===== src/rtl/pipeline_ctrl_pkg.sv =====
// Shared types for the pipeline sequencing controller.
package pipe_ctrl_pkg;

    localparam int REG_W = 4;

    typedef enum logic [1:0] {
        ST_INIT     = 2'd0,
        ST_RUN      = 2'd1,
        ST_MEM_WAIT = 2'd2
    } state_t;

endpackage


===== src/rtl/pipeline_ctrl_if.sv =====
// Hazard fields, memory handshake and control/statistics outputs of the pipeline controller.
interface pipeline_ctrl_if #(
    parameter int CNT_W = 16
);
    import pipe_ctrl_pkg::*;

    logic [REG_W-1:0] id_src1;
    logic [REG_W-1:0] id_src2;
    logic [REG_W-1:0] ex_dest;
    logic [REG_W-1:0] mem_dest;
    logic             id_use_src1;
    logic             id_two_src;
    logic             ex_wb_en;
    logic             ex_mem_read;
    logic             mem_wb_en;
    logic             fwd_en;
    logic             branch_taken;
    logic             mem_req;
    logic             mem_ready;

    logic             freeze_pc;
    logic             freeze_ifid;
    logic             flush_ifid;
    logic             flush_idex;
    logic             freeze_all;
    logic             mem_timeout;
    logic [CNT_W-1:0] stall_cnt;
    logic [CNT_W-1:0] flush_cnt;
    logic [CNT_W-1:0] wait_cnt;

    modport master (
        output id_src1, id_src2, ex_dest, mem_dest, id_use_src1, id_two_src,
               ex_wb_en, ex_mem_read, mem_wb_en, fwd_en, branch_taken, mem_req, mem_ready,
        input  freeze_pc, freeze_ifid, flush_ifid, flush_idex, freeze_all, mem_timeout,
               stall_cnt, flush_cnt, wait_cnt
    );

    modport slave (
        input  id_src1, id_src2, ex_dest, mem_dest, id_use_src1, id_two_src,
               ex_wb_en, ex_mem_read, mem_wb_en, fwd_en, branch_taken, mem_req, mem_ready,
        output freeze_pc, freeze_ifid, flush_ifid, flush_idex, freeze_all, mem_timeout,
               stall_cnt, flush_cnt, wait_cnt
    );

endinterface


===== src/rtl/pipeline_ctrl_hazard_detect.sv =====
// RAW hazard detection between the ID instruction and the EX/MEM destinations.
module hazard_detect
    import pipe_ctrl_pkg::*;
(
    input  logic [REG_W-1:0] id_src1,
    input  logic [REG_W-1:0] id_src2,
    input  logic             id_use_src1,
    input  logic             id_two_src,
    input  logic [REG_W-1:0] ex_dest,
    input  logic             ex_wb_en,
    input  logic             ex_mem_read,
    input  logic [REG_W-1:0] mem_dest,
    input  logic             mem_wb_en,
    input  logic             fwd_en,
    output logic             hazard
);

    logic hz_ex;
    logic hz_mem;

    assign hz_ex  = ex_wb_en  & ((id_use_src1 & (ex_dest  == id_src1)) |
                                 (id_two_src  & (ex_dest  == id_src2)));
    assign hz_mem = mem_wb_en & ((id_use_src1 & (mem_dest == id_src1)) |
                                 (id_two_src  & (mem_dest == id_src2)));

    // With forwarding only a load in EX cannot be bypassed in time.
    assign hazard = fwd_en ? (hz_ex & ex_mem_read) : (hz_ex | hz_mem);

endmodule


===== src/rtl/pipeline_ctrl.sv =====
// Pipeline sequencing: post-reset hold, hazard stall, branch kill, memory wait with watchdog.
//   state       | meaning
//   ST_INIT     | post-reset hold, whole pipeline frozen
//   ST_RUN      | normal flow, stall/kill decided per cycle
//   ST_MEM_WAIT | data memory busy, pipeline frozen until mem_ready
module pipeline_ctrl
    import pipe_ctrl_pkg::*;
#(
    parameter int INIT_CYCLES = 2,
    parameter int MAX_WAIT    = 255,
    parameter int CNT_W       = 16
) (
    input  logic           clk,
    input  logic           rst,
    pipeline_ctrl_if.slave bus
);

    localparam int INIT_W = (INIT_CYCLES > 1) ? $clog2(INIT_CYCLES) : 1;
    localparam int WD_W   = $clog2(MAX_WAIT + 2);
    localparam logic [INIT_W-1:0] INIT_LOAD = INIT_W'(INIT_CYCLES - 1);
    localparam logic [WD_W-1:0]   WD_LIMIT  = WD_W'(MAX_WAIT);

    state_t            state, state_nxt;
    logic [INIT_W-1:0] init_cnt;
    logic [WD_W-1:0]   wd_cnt;
    logic [WD_W-1:0]   wd_now;
    logic              hazard;
    logic              run_rules;
    logic              freeze_pc, freeze_ifid, flush_ifid, flush_idex, freeze_all;
    logic              mem_timeout;
    logic [CNT_W-1:0]  stall_cnt, flush_cnt, wait_cnt;

    hazard_detect u_hazard (
        .id_src1     (bus.id_src1),
        .id_src2     (bus.id_src2),
        .id_use_src1 (bus.id_use_src1),
        .id_two_src  (bus.id_two_src),
        .ex_dest     (bus.ex_dest),
        .ex_wb_en    (bus.ex_wb_en),
        .ex_mem_read (bus.ex_mem_read),
        .mem_dest    (bus.mem_dest),
        .mem_wb_en   (bus.mem_wb_en),
        .fwd_en      (bus.fwd_en),
        .hazard      (hazard)
    );

    // A completing wait falls straight through to the RUN rules in the same cycle.
    assign run_rules = (state == ST_RUN) || ((state == ST_MEM_WAIT) && bus.mem_ready);

    always_comb begin
        state_nxt   = state;
        freeze_pc   = 1'b0;
        freeze_ifid = 1'b0;
        flush_ifid  = 1'b0;
        flush_idex  = 1'b0;
        freeze_all  = 1'b0;
        unique case (state)
            ST_INIT: begin
                freeze_all = 1'b1;
                if (init_cnt == '0) state_nxt = ST_RUN;
            end
            ST_RUN, ST_MEM_WAIT: begin
                if (run_rules) begin
                    state_nxt = ST_RUN;
                    if (bus.mem_req && !bus.mem_ready) begin
                        freeze_all = 1'b1;
                        state_nxt  = ST_MEM_WAIT;
                    end else if (bus.branch_taken) begin
                        flush_ifid = 1'b1;
                        flush_idex = 1'b1;
                    end else if (hazard) begin
                        freeze_pc   = 1'b1;
                        freeze_ifid = 1'b1;
                        flush_idex  = 1'b1;
                    end
                end else begin
                    freeze_all = 1'b1;
                end
            end
            default: begin
                freeze_all = 1'b1;
                state_nxt  = ST_INIT;
            end
        endcase
    end

    // Ordinal of the current wait cycle within the ongoing memory access.
    assign wd_now = (state == ST_MEM_WAIT) ? wd_cnt + 1'b1 : WD_W'(1);

    always_ff @(posedge clk) begin
        if (!rst) begin
            state       <= ST_INIT;
            init_cnt    <= INIT_LOAD;
            wd_cnt      <= '0;
            mem_timeout <= 1'b0;
            stall_cnt   <= '0;
            flush_cnt   <= '0;
            wait_cnt    <= '0;
        end else begin
            state <= state_nxt;
            if (state == ST_INIT && init_cnt != '0) init_cnt <= init_cnt - 1'b1;
            if (freeze_all && state != ST_INIT) begin
                wd_cnt <= (wd_now >= WD_LIMIT) ? WD_LIMIT : wd_now;
                if (wd_now == WD_LIMIT) mem_timeout <= 1'b1;
                if (wait_cnt != '1) wait_cnt <= wait_cnt + 1'b1;
            end
            if (freeze_pc && stall_cnt != '1) stall_cnt <= stall_cnt + 1'b1;
            if (flush_ifid && flush_cnt != '1) flush_cnt <= flush_cnt + 1'b1;
        end
    end

    assign bus.freeze_pc   = freeze_pc;
    assign bus.freeze_ifid = freeze_ifid;
    assign bus.flush_ifid  = flush_ifid;
    assign bus.flush_idex  = flush_idex;
    assign bus.freeze_all  = freeze_all;
    assign bus.mem_timeout = mem_timeout;
    assign bus.stall_cnt   = stall_cnt;
    assign bus.flush_cnt   = flush_cnt;
    assign bus.wait_cnt    = wait_cnt;

endmodule


===== src/flat_wrapper.sv =====
// flat-port wrapper written by rule: the top's interface ports become plain ports
module pipeline_ctrl_flat import pipe_ctrl_pkg::*;
#(
    parameter int INIT_CYCLES = 2,
    parameter int MAX_WAIT    = 255,
    parameter int CNT_W       = 16
)
  (clk, rst, bus_id_src1, bus_id_src2, bus_ex_dest, bus_mem_dest, bus_id_use_src1, bus_id_two_src, bus_ex_wb_en, bus_ex_mem_read, bus_mem_wb_en, bus_fwd_en, bus_branch_taken, bus_mem_req, bus_mem_ready, bus_freeze_pc, bus_freeze_ifid, bus_flush_ifid, bus_flush_idex, bus_freeze_all, bus_mem_timeout, bus_stall_cnt, bus_flush_cnt, bus_wait_cnt);
  pipeline_ctrl_if #(.CNT_W(CNT_W)) bus_i ();
  input  logic clk;
  input  logic rst;
  input wire logic [$bits(bus_i.id_src1)-1:0] bus_id_src1;
  input wire logic [$bits(bus_i.id_src2)-1:0] bus_id_src2;
  input wire logic [$bits(bus_i.ex_dest)-1:0] bus_ex_dest;
  input wire logic [$bits(bus_i.mem_dest)-1:0] bus_mem_dest;
  input wire logic [$bits(bus_i.id_use_src1)-1:0] bus_id_use_src1;
  input wire logic [$bits(bus_i.id_two_src)-1:0] bus_id_two_src;
  input wire logic [$bits(bus_i.ex_wb_en)-1:0] bus_ex_wb_en;
  input wire logic [$bits(bus_i.ex_mem_read)-1:0] bus_ex_mem_read;
  input wire logic [$bits(bus_i.mem_wb_en)-1:0] bus_mem_wb_en;
  input wire logic [$bits(bus_i.fwd_en)-1:0] bus_fwd_en;
  input wire logic [$bits(bus_i.branch_taken)-1:0] bus_branch_taken;
  input wire logic [$bits(bus_i.mem_req)-1:0] bus_mem_req;
  input wire logic [$bits(bus_i.mem_ready)-1:0] bus_mem_ready;
  output wire logic [$bits(bus_i.freeze_pc)-1:0] bus_freeze_pc;
  output wire logic [$bits(bus_i.freeze_ifid)-1:0] bus_freeze_ifid;
  output wire logic [$bits(bus_i.flush_ifid)-1:0] bus_flush_ifid;
  output wire logic [$bits(bus_i.flush_idex)-1:0] bus_flush_idex;
  output wire logic [$bits(bus_i.freeze_all)-1:0] bus_freeze_all;
  output wire logic [$bits(bus_i.mem_timeout)-1:0] bus_mem_timeout;
  output wire logic [$bits(bus_i.stall_cnt)-1:0] bus_stall_cnt;
  output wire logic [$bits(bus_i.flush_cnt)-1:0] bus_flush_cnt;
  output wire logic [$bits(bus_i.wait_cnt)-1:0] bus_wait_cnt;
  assign bus_i.id_src1 = bus_id_src1;
  assign bus_i.id_src2 = bus_id_src2;
  assign bus_i.ex_dest = bus_ex_dest;
  assign bus_i.mem_dest = bus_mem_dest;
  assign bus_i.id_use_src1 = bus_id_use_src1;
  assign bus_i.id_two_src = bus_id_two_src;
  assign bus_i.ex_wb_en = bus_ex_wb_en;
  assign bus_i.ex_mem_read = bus_ex_mem_read;
  assign bus_i.mem_wb_en = bus_mem_wb_en;
  assign bus_i.fwd_en = bus_fwd_en;
  assign bus_i.branch_taken = bus_branch_taken;
  assign bus_i.mem_req = bus_mem_req;
  assign bus_i.mem_ready = bus_mem_ready;
  assign bus_freeze_pc = bus_i.freeze_pc;
  assign bus_freeze_ifid = bus_i.freeze_ifid;
  assign bus_flush_ifid = bus_i.flush_ifid;
  assign bus_flush_idex = bus_i.flush_idex;
  assign bus_freeze_all = bus_i.freeze_all;
  assign bus_mem_timeout = bus_i.mem_timeout;
  assign bus_stall_cnt = bus_i.stall_cnt;
  assign bus_flush_cnt = bus_i.flush_cnt;
  assign bus_wait_cnt = bus_i.wait_cnt;
  pipeline_ctrl #(.INIT_CYCLES(INIT_CYCLES), .MAX_WAIT(MAX_WAIT), .CNT_W(CNT_W)) u_core (.clk(clk), .rst(rst), .bus(bus_i));
endmodule

===== config.mk =====
export PLATFORM = sky130hd
export DESIGN_NAME = pipeline_ctrl_flat
export DESIGN_NICKNAME = d
export VERILOG_FILES = /design/src/rtl/pipeline_ctrl_pkg.sv /design/src/rtl/pipeline_ctrl_if.sv /design/src/rtl/pipeline_ctrl_hazard_detect.sv /design/src/rtl/pipeline_ctrl.sv /design/src/flat_wrapper.sv
export SDC_FILE = /design/constraint.sdc
export NUM_CORES = 1
export LEC_CHECK = 0
export ABC_CLOCK_PERIOD_IN_PS = 4600
export CORE_MARGIN = 2
export CORE_UTILIZATION = 50
export DETAILED_ROUTE_END_ITERATION = 8
export PLACE_DENSITY_LB_ADDON = 0.2
export SYNTH_ARGS = -nofsm -noshare
export SYNTH_HDL_FRONTEND = slang
export SYNTH_HIERARCHICAL = 1
export SYNTH_SLANG_ARGS = --single-unit

===== constraint.sdc =====
create_clock -name clk -period 4.6 [get_ports clk]
set_input_delay 1.15 -clock clk [delete_from_list [all_inputs] [get_ports clk]]
set_output_delay 1.15 -clock clk [all_outputs]
set_load 0.05 [all_outputs]

# == Word level (Yosys, flattened, before mapping) ==
# Index checks and enable logic that the tools add are counted.
# word_totals
mem_bits_ro,0
latch_bits,0
n_memories,0
reg_bits,61
in_bits,27
output_inout_bits,54
mem_bits_rw,0
elab_cells,72
# op_classes
div,0
mul,0
reduce_logical,14
shift,0
n_lt_le_gt_ge,1
n_eq_ne,12
bitwise,10
n_addsub,5
mux,23
# op_table
operator,n
adder 16 x 1 -> 16 bit (second input constant),3
inequality test 16 bit (second input constant),3
two-way mux 9 bit,2
two-way mux 1 bit,17
== test 4 bit,4
adder 9 x 1 -> 9 bit (second input constant),1
== test 9 x 8 -> 1 bit (second input constant),1
>= comparator 9 x 8 -> 1 bit (second input constant),1
AND 1 bit,7
logical AND 1 bit,6
two-way mux 2 bit,3
AND reduction 2 bit,3
one-hot mux 2 bit (2 select lines),1
OR 1 bit,3
== test 2 x 1 -> 1 bit (second input constant),1
== test 2 bit (second input constant),1
logical NOT 2 bit,1
inequality test 2 x 1 -> 1 bit (second input constant),1
inequality test 2 bit (second input constant),1
nonzero test 2 bit,1
OR reduction 2 bit,1
logical NOT 1 bit,1
logical OR 1 bit,1
subtractor 1 bit (second input constant),1

# == Longest topological paths before layout ==
# depth
depth_word,12
mapped_depth,11
ltp_nobuf,10

# == Cells and area by module ==
# The synthesis kept the hierarchy.
# by_module_without_submodules
mod,area_each_um2,cells_per_inst,n_inst,seq_area_each_um2
pipeline_ctrl,3295.7,411,1,1221.2
hazard_detect,212.7,28,1,0.0

# == Least setup slack after synthesis ==
# OpenSTA, ideal clock, no wires.
# synth_timing
path_type,input to output
startpoint,input port bus_mem_req
endpoint,output port bus_flush_idex
setup_slack_ps,745
required_time_ps,3450
path_buffers,1
cell_stages,5
arrival_ps,2705
path_cell_list,or2b_1 a22o_1 buf_2 nand2_1 nor2_1
# synth_via
elab_chain_len,4
# synth_lines
item,line_no,source
start: declaration,flat_wrapper.sv:23,input wire logic [$bits(bus_i.mem_req)-1:0] bus_mem_req;
logical AND 1 bit,pipeline_ctrl.sv:65,if (bus.mem_req && !bus.mem_ready) begin
two-way mux 1 bit,pipeline_ctrl.sv:65,
two-way mux 1 bit,pipeline_ctrl.sv:63,if (run_rules) begin
two-way mux 1 bit,pipeline_ctrl.sv:57,unique case (state)
end: declaration,flat_wrapper.sv:28,output wire logic [$bits(bus_i.flush_idex)-1:0] bus_flush_idex;
# No other way between the ends.

# == Final worst setup path ==
# layout_timing
startpoint,input port bus_ex_dest[3]
endpoint,output port bus_freeze_ifid
# layout_via
elab_chain_len,11
word_cells_on_any_way,14
# layout_lines
item,line_no,source
start: declaration,flat_wrapper.sv:14,input wire logic [$bits(bus_i.ex_dest)-1:0] bus_ex_dest;
"== test 4 bit, on equally long branches","pipeline_ctrl_hazard_detect.sv:21, pipeline_ctrl_hazard_detect.sv:22",
"AND 1 bit, on equally long branches","pipeline_ctrl_hazard_detect.sv:21, pipeline_ctrl_hazard_detect.sv:22",
OR 1 bit (*),pipeline_ctrl_hazard_detect.sv:21,assign hz_ex = ex_wb_en & ((id_use_src1 & (ex_dest == id_src1)) |
AND 1 bit (*),pipeline_ctrl_hazard_detect.sv:21,
OR 1 bit / AND 1 bit (equally long branches),pipeline_ctrl_hazard_detect.sv:27,assign hazard = fwd_en ? (hz_ex & ex_mem_read) : (hz_ex | hz_mem);
two-way mux 1 bit (*),pipeline_ctrl_hazard_detect.sv:27,
via u_core.hazard,pipeline_ctrl.sv:27,logic hazard;
two-way mux 1 bit (*),pipeline_ctrl.sv:71,end else if (hazard) begin
two-way mux 1 bit (*),pipeline_ctrl.sv:68,end else if (bus.branch_taken) begin
two-way mux 1 bit (*),pipeline_ctrl.sv:65,
two-way mux 1 bit (*),pipeline_ctrl.sv:63,
two-way mux 1 bit (*),pipeline_ctrl.sv:57,
end: declaration,flat_wrapper.sv:26,output wire logic [$bits(bus_i.freeze_ifid)-1:0] bus_freeze_ifid;
# The timed path passes the listed nets; every way through them passes the cells marked *.

==> metrics.md <==
| Metric | Value |
|---|---|
| First DRT Iteration DRCs | 257 |
| Post-route DRC | 0 |
| Area growth, synth to finish | 29.6% |
| Post-synthesis sequential area ratio | 34.8% |
| Dpl cells | 597 |
| Non-Filler Instances | 611 |
| Overflow after GRT | 0 |
| Cts repair resizes | 0 |
| Die width | 87.8 um |
| Reg clk slew, reported paths | 0.06 ns |
| Met3 wire len | 584 um |
| Cts hold-fix bufs | 0 |
| Via density | 6.14 |
| First-pass GRT wire length | 15.3 mm |
| IO Count | 81 |
| Vias post-DR | 3753 |
| Final max-slew violation count | 0 |
| Final worst-path cycle share | 92.2% |
| Starting density of the core | 51.6% |
| Pre-Repair DR Iteration Count | 5 |
| Post-Syn Area | 0.00351 sq mm |
| Final hold vios | 0 |
| Gr usage total | 24.8% |
| CP endpoint kind | output port |
| Maximum vdd drop | 0.157 mV |
| Antenna violations before repair | 0 |
| N_diodes | 0 |
| Synthesized Nets | 474 |
| H-Tree Depth | 3 |
| DRT met1 WL | 4.09 mm |
| Post-synthesis async set-or-reset flop share | 0% |
| Clock Latency Late Sink | 0.34 ns |
| Sw Share | 34.4% |
| Final Skew | 0.00637 ns |
| Startpoint class of the critical path | primary input |
| Vias in the first global route | 3512 |
| Pre-CTS WS | 0.375 ns |
| Number of max-cap violations | 0 |
| Nets | 547 |
| Detail Route Antenna Nets | 0 |
| Pwr Density | 286 mW/mm^2 |
| Internal power | 855 uW |
| CP required | 3.45 ns |
| Final core utilization | 66.9% |
| Post-layout min period | 4.24 ns |
| Die area | 0.00770 sq mm |
| Core area | 0.00679 sq mm |
| Relative slew slack | 35.0% |
| Number of synthesized flops with an enable pin | 0 |
| Final setup TNS | 0 ns |
| Hold slack | 0.459 ns |
| CTS Buf Count | 9 |
| Power Total | 1.30 mW |
| Setup violations, final | 0 |
| Netlist cell types | 49 |
| Number of synthesized register bits | 61 |
| Synth Flop Type | dfxtp_1 |
| Port bufs | 80 |
| Setup bufs post-CTS | 0 |
| Clock Path Buffers | 2 |
| Mean Syn Cell Area | 7.99 sq um |
| Total wire length | 9.31 mm |
| Root buffer cell | clkbuf_8 |
| Sequential share of power | 45.0% |
| Max FO, Critical Path | 4 |
| CTS tree | built |
| HPWL after DPL | 6.38 mm |
| Met2 routed WL | 4.47 mm |
| Hold Path Class | register to register |
| Lkg Pwr | 1.46 nW |
| YS warnings | 6 |
| WP data arrival | 3.09 ns |
| Fin area | 0.00455 sq mm |
| Layout cells sized above 1 | 4.85% |
| Max layer used | met4 |
| Psw | 448 uW |
| Drt wl/cell | 15.2 um |
| Setup ws final | 0.360 ns |
| Fmax | 0.236 GHz |
| Critical path class | primary input to output port |
| Placed Area | 0.00440 sq mm |
| RSZ-0062 raised after global routing | no |
| Largest net degree at the start of global routing | 29 |
| Status | completed |
| Clock sinks | 61 |
| Synth Instances | 439 |
| Gate power share | 25.0% |
| Worst Max-Slew Pin Slew | 0.968 ns |
| Final GP Congestion | 0.890 |
| Num rows | 30 |
| Clock share of power | 30.0% |
| Die height | 87.8 um |
-- power groups by stage --
stage / sequential (mW) / clock (mW) / combinational [mW]
2_1_floorplan: 0.604 / 0 / 0.197
3_3_place_gp: 0.594 / 0 / 0.312
3_5_place_dp: 0.596 / 0 / 0.321
4_1_cts: 0.585 / 0.402 / 0.322
5_1_grt: 0.590 / 0.421 / 0.358
6_report: 0.586 / 0.391 / 0.325
-- sequential cells by signal (all words and copies together) (netlist names) --
signal / flops
u_core/bus.mem_timeout: 1
u_core/wd_cnt: 9
u_core/bus.flush_cnt: 16
u_core/state: 2
u_core/bus.wait_cnt: 16
u_core/init_cnt: 1
u_core/bus.stall_cnt: 16
-- cell families (layout without fill, tap and decap cells) --
| family | Yosys count | after routing | share of synthesized area [%] |
|---|---|---|---|
| compound gates | 128 | 128 | 22.4 |
| xor+xnor | 19 | 19 | 4.74 |
| fa+ha+maj | 8 | 8 | 2.85 |
| buf+inv | 39 | 115 | 4.39 |
| flops | 61 | 61 | 34.8 |
| mux | 6 | 6 | 1.71 |
| simple gates | 178 | 178 | 29.1 |
-- placed cells by master, fill, tap and decap left out, drive strengths merged, types with 13 or more instances in the layout --
cell type / count
nand2: 39
nor2: 13
dfxtp: 61
a21oi: 49
o21ai: 27
o31ai: 24
or4: 24
nand3: 22
or3: 18
nand4: 13
inv: 15
clkdlybuf4s50: 75
xor2: 13
-- cell usage after synthesis (13+ instances only) --
library cell | number | area [sq um]
a21oi_1 | 49 | 245
clkbuf_1 | 19 | 71.3
dfxtp_1 | 61 | 1220
inv_1 | 15 | 56.3
nand2_1 | 39 | 146
nand3_1 | 22 | 110
nand4_1 | 13 | 81.3
nor2_1 | 13 | 48.8
o21ai_0 | 24 | 120
o31ai_1 | 24 | 180
or3_1 | 18 | 113
or4_1 | 24 | 180
xor2_1 | 13 | 114
-- layout make-up --
class	instances	area [sq um]
clock buffers	11	131
clock inverters	3	15.0
multi-input cells	339	2130
well taps	96	120
repair buffers	86	871
inverters	15	56.3
flip-flops and latches	61	1220
fillers	576	2250
-- critical path, stage by stage --
cell and delay (ns):
clkdlybuf4s50_1 0.45, xor2_1 0.18, nor4_1 0.29, nand3_1 0.11, nand3_1 0.15, nor2b_1 0.22
nand3_1 0.15, inv_1 0.22, buf_12 0.17
-- final timing paths --
check	start	end	slack, ns	depth (start not counted)
max	bus_ex_dest[3]	bus_freeze_ifid	0.36	9
min reg2reg	u_core/bus.mem_timeout	u_core/bus.mem_timeout	0.46	2
min	u_core/bus.mem_timeout	u_core/bus.mem_timeout	0.46	2
max reg2reg	u_core/state[0]	u_core/bus.stall_cnt[6]	1.93	6
-- layer usage --
metal	track usage [%]	vias up
met5	0	-
met4	9.37	0
li1	-	1809
met2	41.0	137
met3	6.97	19
met1	30.6	1788
Power figures use the tool's default switching activity.
